File: src/rtl/cpu_core_if.sv
// Harvard memory bus between the RV32I core and its instruction/data memories.
// The core is the master: it drives both addresses and the store controls,
// and the memories answer combinationally in the same cycle.
interface cpu_core_if;
  logic [31:0] instruction;
  logic [31:0] data_in;
  logic [31:0] data_out;
  logic [31:0] address_instruction;
  logic [31:0] address_data;
  logic        data_write;
  logic [3:0]  data_byte_en;

  modport master (
    input  instruction,
    input  data_in,
    output data_out,
    output address_instruction,
    output address_data,
    output data_write,
    output data_byte_en
  );

  modport slave (
    output instruction,
    output data_in,
    input  data_out,
    input  address_instruction,
    input  address_data,
    input  data_write,
    input  data_byte_en
  );
endinterface

File: src/rtl/cpu_core.sv
// Single-cycle RV32I integer core. One instruction is fetched, decoded and
// executed per clock; register file and PC update on the rising edge. Loads
// and stores go straight to the data port in the same cycle (CPI = 1).
module cpu_core #(
  parameter logic [31:0] RESET_PC = 32'h0000_0000
) (
  input logic        clk,
  input logic        rst,
  cpu_core_if.master bus
);

  localparam logic [6:0] OP_LUI    = 7'b0110111;
  localparam logic [6:0] OP_AUIPC  = 7'b0010111;
  localparam logic [6:0] OP_JAL    = 7'b1101111;
  localparam logic [6:0] OP_JALR   = 7'b1100111;
  localparam logic [6:0] OP_BRANCH = 7'b1100011;
  localparam logic [6:0] OP_LOAD   = 7'b0000011;
  localparam logic [6:0] OP_STORE  = 7'b0100011;
  localparam logic [6:0] OP_IMM    = 7'b0010011;
  localparam logic [6:0] OP_REG    = 7'b0110011;

  logic [31:0] pc;
  logic [31:0] regs [0:31];

  logic [31:0] instr;
  logic [6:0]  opcode;
  logic [4:0]  rd, rs1, rs2;
  logic [2:0]  f3;
  logic [31:0] imm_i, imm_s, imm_b, imm_u, imm_j;
  logic [31:0] rs1_val, rs2_val;
  logic [31:0] pc_plus4, ea, next_pc, rd_val;
  logic        rd_we, is_store;

  // ALU shared by register-register and register-immediate ops; alt selects
  // SUB over ADD and arithmetic over logical right shift.
  function automatic logic [31:0] alu(input logic [31:0] a, input logic [31:0] b,
                                      input logic [2:0] f, input logic alt);
    logic signed [31:0] sa;
    logic signed [31:0] sb;
    sa = a;
    sb = b;
    case (f)
      3'd0:    alu = alt ? (a - b) : (a + b);
      3'd1:    alu = a << b[4:0];
      3'd2:    alu = {31'd0, (sa < sb)};
      3'd3:    alu = {31'd0, (a < b)};
      3'd4:    alu = a ^ b;
      3'd5:    alu = alt ? $unsigned(sa >>> b[4:0]) : (a >> b[4:0]);
      3'd6:    alu = a | b;
      default: alu = a & b;
    endcase
  endfunction

  // Branch condition; the two reserved funct3 codes never branch.
  function automatic logic branch_taken(input logic [31:0] a, input logic [31:0] b,
                                        input logic [2:0] f);
    logic signed [31:0] sa;
    logic signed [31:0] sb;
    sa = a;
    sb = b;
    case (f)
      3'd0:    branch_taken = (a == b);
      3'd1:    branch_taken = (a != b);
      3'd4:    branch_taken = (sa < sb);
      3'd5:    branch_taken = (sa >= sb);
      3'd6:    branch_taken = (a < b);
      3'd7:    branch_taken = (a >= b);
      default: branch_taken = 1'b0;
    endcase
  endfunction

  // Lane select: shift the addressed byte down to bit 0, zeros fill from the
  // top so a misaligned half/word never wraps into the next memory word.
  function automatic logic [31:0] load_extract(input logic [31:0] word,
                                               input logic [1:0] lane,
                                               input logic [2:0] f);
    logic [31:0] s;
    s = word >> {lane, 3'b000};
    case (f)
      3'd0:    load_extract = {{24{s[7]}}, s[7:0]};
      3'd1:    load_extract = {{16{s[15]}}, s[15:0]};
      3'd2:    load_extract = s;
      3'd4:    load_extract = {24'd0, s[7:0]};
      3'd5:    load_extract = {16'd0, s[15:0]};
      default: load_extract = 32'd0;
    endcase
  endfunction

  function automatic logic [3:0] store_mask(input logic [1:0] lane, input logic [2:0] f);
    case (f)
      3'd0:    store_mask = 4'b0001 << lane;
      3'd1:    store_mask = lane[1] ? 4'b1100 : 4'b0011;
      3'd2:    store_mask = 4'b1111;
      default: store_mask = 4'b0000;
    endcase
  endfunction

  assign instr  = bus.instruction;
  assign opcode = instr[6:0];
  assign rd     = instr[11:7];
  assign f3     = instr[14:12];
  assign rs1    = instr[19:15];
  assign rs2    = instr[24:20];

  assign imm_i = {{20{instr[31]}}, instr[31:20]};
  assign imm_s = {{20{instr[31]}}, instr[31:25], instr[11:7]};
  assign imm_b = {{19{instr[31]}}, instr[31], instr[7], instr[30:25], instr[11:8], 1'b0};
  assign imm_u = {instr[31:12], 12'd0};
  assign imm_j = {{11{instr[31]}}, instr[31], instr[19:12], instr[20], instr[30:21], 1'b0};

  assign rs1_val  = (rs1 == 5'd0) ? 32'd0 : regs[rs1];
  assign rs2_val  = (rs2 == 5'd0) ? 32'd0 : regs[rs2];
  assign pc_plus4 = pc + 32'd4;
  assign ea       = rs1_val + ((opcode == OP_STORE) ? imm_s : imm_i);
  assign is_store = (opcode == OP_STORE) && (f3 == 3'd0 || f3 == 3'd1 || f3 == 3'd2);

  assign bus.address_instruction = pc;
  assign bus.address_data        = ea;

  // Decode/execute: result, writeback enable and next PC for the current word.
  always_comb begin
    rd_val  = 32'd0;
    rd_we   = 1'b0;
    next_pc = pc_plus4;
    case (opcode)
      OP_LUI: begin
        rd_val = imm_u;
        rd_we  = 1'b1;
      end
      OP_AUIPC: begin
        rd_val = pc + imm_u;
        rd_we  = 1'b1;
      end
      OP_JAL: begin
        rd_val  = pc_plus4;
        rd_we   = 1'b1;
        next_pc = pc + imm_j;
      end
      OP_JALR: begin
        rd_val  = pc_plus4;
        rd_we   = 1'b1;
        next_pc = (rs1_val + imm_i) & ~32'd1;
      end
      OP_BRANCH: begin
        if (branch_taken(rs1_val, rs2_val, f3)) next_pc = pc + imm_b;
      end
      OP_LOAD: begin
        rd_val = load_extract(bus.data_in, ea[1:0], f3);
        rd_we  = (f3 != 3'd3) && (f3 != 3'd6) && (f3 != 3'd7);
      end
      OP_IMM: begin
        // Only SRAI uses bit 30 as a modifier; ADDI with bit 30 set is still ADD.
        rd_val = alu(rs1_val, imm_i, f3, (f3 == 3'd5) && instr[30]);
        rd_we  = 1'b1;
      end
      OP_REG: begin
        rd_val = alu(rs1_val, rs2_val, f3, instr[30]);
        rd_we  = 1'b1;
      end
      default: begin
        rd_we = 1'b0;
      end
    endcase
  end

  // Store lanes: replicate rs2 so memory picks bytes by byte enable alone.
  always_comb begin
    case (f3)
      3'd0:    bus.data_out = {4{rs2_val[7:0]}};
      3'd1:    bus.data_out = {2{rs2_val[15:0]}};
      default: bus.data_out = rs2_val;
    endcase
    // Held low during reset so an aborted store never reaches memory.
    bus.data_write   = is_store && !rst;
    bus.data_byte_en = (is_store && !rst) ? store_mask(ea[1:0], f3) : 4'b0000;
  end

  // Architectural state commit: PC and register file; x0 is never written.
  always_ff @(posedge clk or posedge rst) begin
    if (rst) begin
      pc <= RESET_PC;
      for (int i = 0; i < 32; i++) regs[i] <= 32'd0;
    end else begin
      pc <= next_pc;
      if (rd_we && (rd != 5'd0)) regs[rd] <= rd_val;
    end
  end

endmodule

File: src/flat_wrapper.sv
// flat-port wrapper written by rule: the top's interface ports become plain ports
module cpu_core_flat 
#(
  parameter logic [31:0] RESET_PC = 32'h0000_0000
)
  (clk, rst, bus_instruction, bus_data_in, bus_data_out, bus_address_instruction, bus_address_data, bus_data_write, bus_data_byte_en);
  cpu_core_if bus_i ();
  input logic clk;
  input logic rst;
  input wire logic [$bits(bus_i.instruction)-1:0] bus_instruction;
  input wire logic [$bits(bus_i.data_in)-1:0] bus_data_in;
  output wire logic [$bits(bus_i.data_out)-1:0] bus_data_out;
  output wire logic [$bits(bus_i.address_instruction)-1:0] bus_address_instruction;
  output wire logic [$bits(bus_i.address_data)-1:0] bus_address_data;
  output wire logic [$bits(bus_i.data_write)-1:0] bus_data_write;
  output wire logic [$bits(bus_i.data_byte_en)-1:0] bus_data_byte_en;
  assign bus_i.instruction = bus_instruction;
  assign bus_i.data_in = bus_data_in;
  assign bus_data_out = bus_i.data_out;
  assign bus_address_instruction = bus_i.address_instruction;
  assign bus_address_data = bus_i.address_data;
  assign bus_data_write = bus_i.data_write;
  assign bus_data_byte_en = bus_i.data_byte_en;
  cpu_core #(.RESET_PC(RESET_PC)) u_core (.clk(clk), .rst(rst), .bus(bus_i));
endmodule
File: config.mk
export PLATFORM = sky130hd
export DESIGN_NAME = cpu_core_flat
export DESIGN_NICKNAME = d
export VERILOG_FILES = /design/src/rtl/cpu_core_if.sv /design/src/rtl/cpu_core.sv /design/src/flat_wrapper.sv
export SDC_FILE = /design/constraint.sdc
export NUM_CORES = 2
export LEC_CHECK = 0
export CORE_AREA = 5 5 341 377
export DETAILED_ROUTE_END_ITERATION = 6
export DIE_AREA = 0 0 346 382
export PLACE_DENSITY = 0.83
export SLEW_MARGIN = 40
export SYNTH_ARGS = -nofsm -noshare
export SYNTH_HDL_FRONTEND = slang
export SYNTH_SLANG_ARGS = --single-unit
File: constraint.sdc
create_clock -name clk -period 104.2 [get_ports clk]
set_input_delay 20.84 -clock clk [delete_from_list [all_inputs] [get_ports clk]]
set_output_delay 20.84 -clock clk [all_outputs]
set_load 0.01 [all_outputs]
==> impl_results.rst, run 1 <==
.. list-table::
   :header-rows: 1

   * - Metric
     - Value
   * - Ranking of synthesized cells by area
     - sky130_fd_sc_hd__dfrtp_1 (33%), sky130_fd_sc_hd__mux4_2 (13%), sky130_fd_sc_hd__mux2i_1 (5.1%)
   * - Global-route total usage across every layer
     - 0.812
   * - Residual overflow from global routing
     - 237
   * - Initial antenna violation count
     - 70
   * - Horizontal die dimension
     - 346 µm
   * - Resized Gates After CTS
     - 0
   * - Largest net degree at the start of global routing
     - 105
   * - Area share of the largest cell type after synthesis
     - 0.329
   * - Floorplan die height
     - 382 µm
   * - Number of unique standard cell types used by synthesis
     - 132
   * - Final HPWL from detailed placement
     - 274 mm
   * - Stage where the run ended
     - global routing
   * - Number of rows created at floorplan
     - 136
   * - Clock sinks
     - 1055
   * - Number of enable flip-flop cells after synthesis
     - 0
   * - Post-Synthesis Cell Area
     - 0.0802 mm²
   * - Largest area contributor in the synthesized netlist
     - sky130_fd_sc_hd__dfrtp_1
   * - Number of I/O pins
     - 167
   * - Status
     - stopped before the end
   * - Num CTS Buffers
     - 99
   * - Postcts setup bufs
     - 0
   * - Clk buf depth
     - 3
   * - Port Buffers
     - 165
   * - Synthesized area per cell
     - 9.66 µm²
   * - Gate Count Post-Synth
     - 8302
   * - Root Driver
     - sky130_fd_sc_hd__clkbuf_16
   * - Final weighted congestion in routability-driven placement
     - 1.15
   * - Sequential area share after synthesis
     - 0.329
   * - Flip-flop and latch count after synthesis
     - 1055
   * - Error that ended the run
     - [ERROR GRT-0232] Routing congestion too high. Check the congestion heatmap in the GUI.
   * - Number of synthesis warnings
     - 0
   * - Synthesized netlist net count
     - 8628
   * - Starting density of the core
     - 0.645
   * - Dpl cell area
     - 0.0828 mm²
   * - H-tree levels
     - 3
   * - Main synth FF type
     - sky130_fd_sc_hd__dfrtp_1
   * - Share of flip-flops with an asynchronous set or reset after synthesis
     - 1.00
   * - Number of hold-repair buffers added at the cts stage
     - 0
## cells in the mapped netlist (all sizes together) (61+ instances only)
cell and n:
a211oi 61, nor2 865, a22o 80, nand3 123
clkbuf 432, xnor2 115, nand2 712, a31oi 140
ha 252, nor3 140, dfrtp 1055, buf 352
o21ai 638, o211ai 63, a22oi 65, o22ai 114
mux2i 410, a21oi 762, mux2 341, inv 185
mux4 473
## kinds of logic after synthesis
family / after synthesis / synth area share
buffers and inverters: 977 / 0.0586
AO/OA/AOI/OAI: 2449 / 0.197
adder cells (fa/ha/maj): 260 / 0.0413
XOR/XNOR: 170 / 0.0186
multiplexers: 1224 / 0.234
other: 1 / 0.0000468
AND/OR/NAND/NOR: 2166 / 0.121
flip-flops: 1055 / 0.329
## metal layers
layer	track usage	overflow
met5	0.481	4
met4	0.780	83
met3	0.709	24
met2	0.932	101
met1	0.816	25
## through the flow
stage	util	setup slack (ps)	instances	hold slack, ps
2_1_floorplan	-	36400	8302	425
3_5_place_dp	0.667	55500	9600	368
3_3_place_gp	0.662	55520	9581	362
4_1_cts	0.694	55350	9780	397
==> run 2: changes to the inputs <==
--- a/config.mk
+++ b/config.mk
@@ -5,10 +5,10 @@
 export SDC_FILE = /design/constraint.sdc
 export NUM_CORES = 2
 export LEC_CHECK = 0
-export CORE_AREA = 5 5 341 377
+export CORE_AREA = 5 5 454 456
 export DETAILED_ROUTE_END_ITERATION = 6
-export DIE_AREA = 0 0 346 382
-export PLACE_DENSITY = 0.83
+export DIE_AREA = 0 0 459 461
+export PLACE_DENSITY_LB_ADDON = 0.15
 export SLEW_MARGIN = 40
 export SYNTH_ARGS = -nofsm -noshare
 export SYNTH_HDL_FRONTEND = slang
==> run 2 against run 1 <==
Effect of this change:
- the flow now finishes, with violations (design-rule violations)
- synthesized cell count unchanged
- synthesized area unchanged
==> impl_results.rst, run 2 <==
.. list-table::
   :header-rows: 1

   * - Metric
     - Value
   * - 1st-iter DRT viols
     - 9359
   * - Global-route total usage across every layer
     - 0.376
   * - Post-Synthesis Cell Area
     - 0.0802 mm² (unchanged)
   * - Violations in the final reports
     - design-rule violations
   * - Largest net degree at the start of global routing
     - 104
   * - Period utilisation layout
     - 0.476
   * - Clock sinks
     - 1055 (unchanged)
   * - Cell family with most CP delay
     - buffers and inverters
   * - Worst min-delay path category
     - reg -> reg
   * - Number of hold-repair buffers added at the cts stage
     - 0 (unchanged)
   * - Power density over the cells
     - 14.3 mW/mm²
   * - Setup Skew
     - 42.9 ps
   * - WL/cell
     - 37.6 µm
   * - Number of I/O pins
     - 167 (unchanged)
   * - Resized Gates After CTS
     - 0 (unchanged)
   * - Maximum single-stage delay on the critical path
     - 760 ps
   * - Initial DRT Pass Iterations
     - 7
   * - Num CTS Buffers
     - 119 (was 99)
   * - Max-slew headroom at the worst pin
     - 0.351
   * - Number of synthesis warnings
     - 0 (unchanged)
   * - Synthesized netlist net count
     - 8628 (unchanged)
   * - Horizontal die dimension
     - 459 µm (was 346 µm)
   * - Post-layout net count
     - 8414
   * - Number of vias in the routed layout
     - 73700
   * - Wire length of the first global-routing pass
     - 568 mm
   * - Gate Count Post-Synth
     - 8302 (unchanged)
   * - Final antenna-violating net count
     - 0
   * - Port Buffers
     - 165 (unchanged)
   * - Synth-to-layout area growth
     - 10.5%
   * - Number of rows created at floorplan
     - 165 (was 136)
   * - Achievable Freq
     - 0.0201 GHz
   * - Placement-stage worst setup slack
     - 54750 ps (was 55500 ps)
   * - Number of global-route vias before repair
     - 70700
   * - Cell mode on critical path
     - sky130_fd_sc_hd__buf_4
   * - Reg clk slew, reported paths
     - 60 ps
   * - CP max-delay cell
     - sky130_fd_sc_hd__ha_1
   * - Flip-flop and latch count after synthesis
     - 1055 (unchanged)
   * - Postcts setup bufs
     - 0 (unchanged)
   * - Max Slew Vio Count
     - 0
   * - Overall routed net length
     - 409 mm
   * - Largest register FFs
     - 1024
   * - Number of maximum-capacitance violations
     - 0
   * - Ranking of synthesized cells by area
     - sky130_fd_sc_hd__dfrtp_1 (33%), sky130_fd_sc_hd__mux4_2 (13%), sky130_fd_sc_hd__mux2i_1 (5.1%) (unchanged)
   * - Register with the highest flop count
     - u_core.regs
   * - Residual overflow from global routing
     - 0
   * - VDD IR-drop max
     - 0.0133 mV
   * - Worst-case hold slack
     - 378 ps
   * - Most common cell after layout, fill and taps aside
     - sky130_fd_sc_hd__dfrtp_1
   * - Total Die Area
     - 0.212 mm²
   * - Remaining design rule violation count
     - 14
   * - Setup slack after layout
     - 54550 ps
   * - Area share of the largest cell type after synthesis
     - 0.329 (unchanged)
   * - Commonest cells after routing, fill and taps aside
     - sky130_fd_sc_hd__dfrtp_1 (1055), sky130_fd_sc_hd__nor2_1 (822), sky130_fd_sc_hd__a21oi_1 (721), sky130_fd_sc_hd__nand2_1 (698), sky130_fd_sc_hd__o21ai_0 (478)
   * - Starting density of the core
     - 0.398 (was 0.645)
   * - Hold violation count in the final report
     - 0
   * - TritonCTS clock tree
     - built
   * - Initial antenna violation count
     - 21
   * - Pleak
     - 37.5 nW
   * - Final critical delay including setup and external delays
     - 49650 ps
   * - Final weighted congestion in routability-driven placement
     - 1.05 (was 1.15)
   * - Measured slew at the worst slew-check pin
     - 963 ps
   * - Nature of the critical path startpoint
     - input port
   * - Floorplan die height
     - 461 µm (was 382 µm)
   * - Largest area contributor in the synthesized netlist
     - sky130_fd_sc_hd__dfrtp_1 (unchanged)
   * - Buf+Inv Stages, Crit Path
     - 6
   * - Most frequent cells after synthesis
     - sky130_fd_sc_hd__dfrtp_1 (1055), sky130_fd_sc_hd__nor2_1 (853), sky130_fd_sc_hd__a21oi_1 (727), sky130_fd_sc_hd__nand2_1 (709), sky130_fd_sc_hd__o21ai_0 (488) (unchanged)
   * - H-tree levels
     - 3 (unchanged)
   * - Required time reported for the critical path endpoint
     - 83360 ps
   * - RSZ-0062 raised after global routing
     - no
   * - Category of the worst setup path capture point
     - primary output
   * - Clk buf depth
     - 3 (unchanged)
   * - Share of flip-flops with an asynchronous set or reset after synthesis
     - 1.00 (unchanged)
   * - Worst Path Max Fanout
     - 62
   * - Root Driver
     - sky130_fd_sc_hd__clkbuf_16 (unchanged)
   * - Share of layout cells above drive strength 1
     - 0.202
   * - Final HPWL from detailed placement
     - 286 mm (was 274 mm)
   * - Setup violators final
     - 0
   * - Number of unique standard cell types used by synthesis
     - 132 (unchanged)
   * - Sequential area share after synthesis
     - 0.329 (unchanged)
   * - Finished Cell Area
     - 0.0886 mm²
   * - Synthesized area per cell
     - 9.66 µm² (unchanged)
   * - Number of enable flip-flop cells after synthesis
     - 0 (unchanged)
   * - Status
     - complete, but fails checks (was stopped before the end)
   * - Dominant cell by count in the synthesized netlist
     - sky130_fd_sc_hd__dfrtp_1 (unchanged)
   * - Latest clock arrival within the worst-skew pair
     - 800 ps
   * - Dpl cell area
     - 0.0843 mm² (was 0.0828 mm²)
   * - Worst Path Arrival
     - 28810 ps
   * - Category of the most critical setup path
     - in -> out
   * - Total core area
     - 0.201 mm²
   * - Main synth FF type
     - sky130_fd_sc_hd__dfrtp_1 (unchanged)
   * - Total Neg Setup Slack
     - 0 ps
   * - Worst-path cell chain
     - buf_8 -> buf_4 -> buf_4 -> buf_4 -> mux4_1 -> a22o_1 -> or4_1 -> nand2_1 -> nor2_2 -> ha_1 -> inv_1 -> a21oi_1 -> nor2_1 -> o21bai_1 -> a221oi_1 -> o41ai_1 -> nand2_1 -> a21oi_1 -> xnor2_1 -> clkdlybuf4s50_1
   * - Average vias per placed instance
     - 6.78
-- run 2: cell counts after synthesis --
Identical to the previous run, type by type.
-- run 2: final cells by class --
class,count,area (µm²)
fill,19500,113000
multi-input combinational,6270,49800
sequential,1055,26400
timing repair buffer,449,4140
clock buffer,169,3500
tap,2672,3340
inverter,193,744
clock inverter,56,689
antenna,12,30.0
-- run 2: report_power, final --
group          switching, mW  internal (mW)  leakage (nW)  total, mW
sequential            0.0256          0.428          14.5      0.454
combinational          0.232          0.131          20.9      0.363
clock                  0.188          0.266          2.07      0.454
total                  0.446          0.825          37.5       1.27
-- run 2: worst paths after layout --
check	from	end	slack (ps)	cells past startpoint
min	u_core.regs[1018]	u_core.regs[1018]	380	0
max reg2reg	u_core.regs[69]	u_core.regs[728]	96440	18
max	bus_instruction[15]	bus_address_data[28]	54550	20
min reg2reg	u_core.regs[1018]	u_core.regs[1018]	380	0
min in group asynchronous	rst	u_core.regs[539]	20500	2
max in group asynchronous	rst	u_core.regs[138]	80780	6
-- run 2: metal layers --
metal / vias to the layer above / part of all wire / track usage
li1: 30500 / - / -
met1: 37700 / 0.40 / 0.499
met2: 4336 / 0.43 / 0.556
met3: 1118 / 0.094 / 0.0871
met4: 26 / 0.074 / 0.234
met5: - / 0.00045 / 0
-- run 2: cells by family after synthesis --
group                      count (synthesis)  share of synthesized area
muxes                                   1224                      0.234
DFF                                     1055                      0.329
AOI/OAI and AO/OA                       2449                      0.197
adders and majority gates                260                     0.0413
other                                      1                  0.0000468
and+or+nand+nor                         2166                      0.121
xor gates and xnor gates                 170                     0.0186
buffers and inverters                    977                     0.0586
-- run 2: stage by stage --
step | util | power, mW | std cells
after floorplan | - | 0.675 | 8302
after global routing | 0.440 | 1.31 | 10900
after global placement | 0.416 | 0.809 | 10600
after detailed placement | 0.419 | 0.812 | 10600
after CTS | 0.439 | 1.27 | 10900
final | 0.440 | 1.27 | 10900
Note: power is estimated with default switching activity, not from simulation.
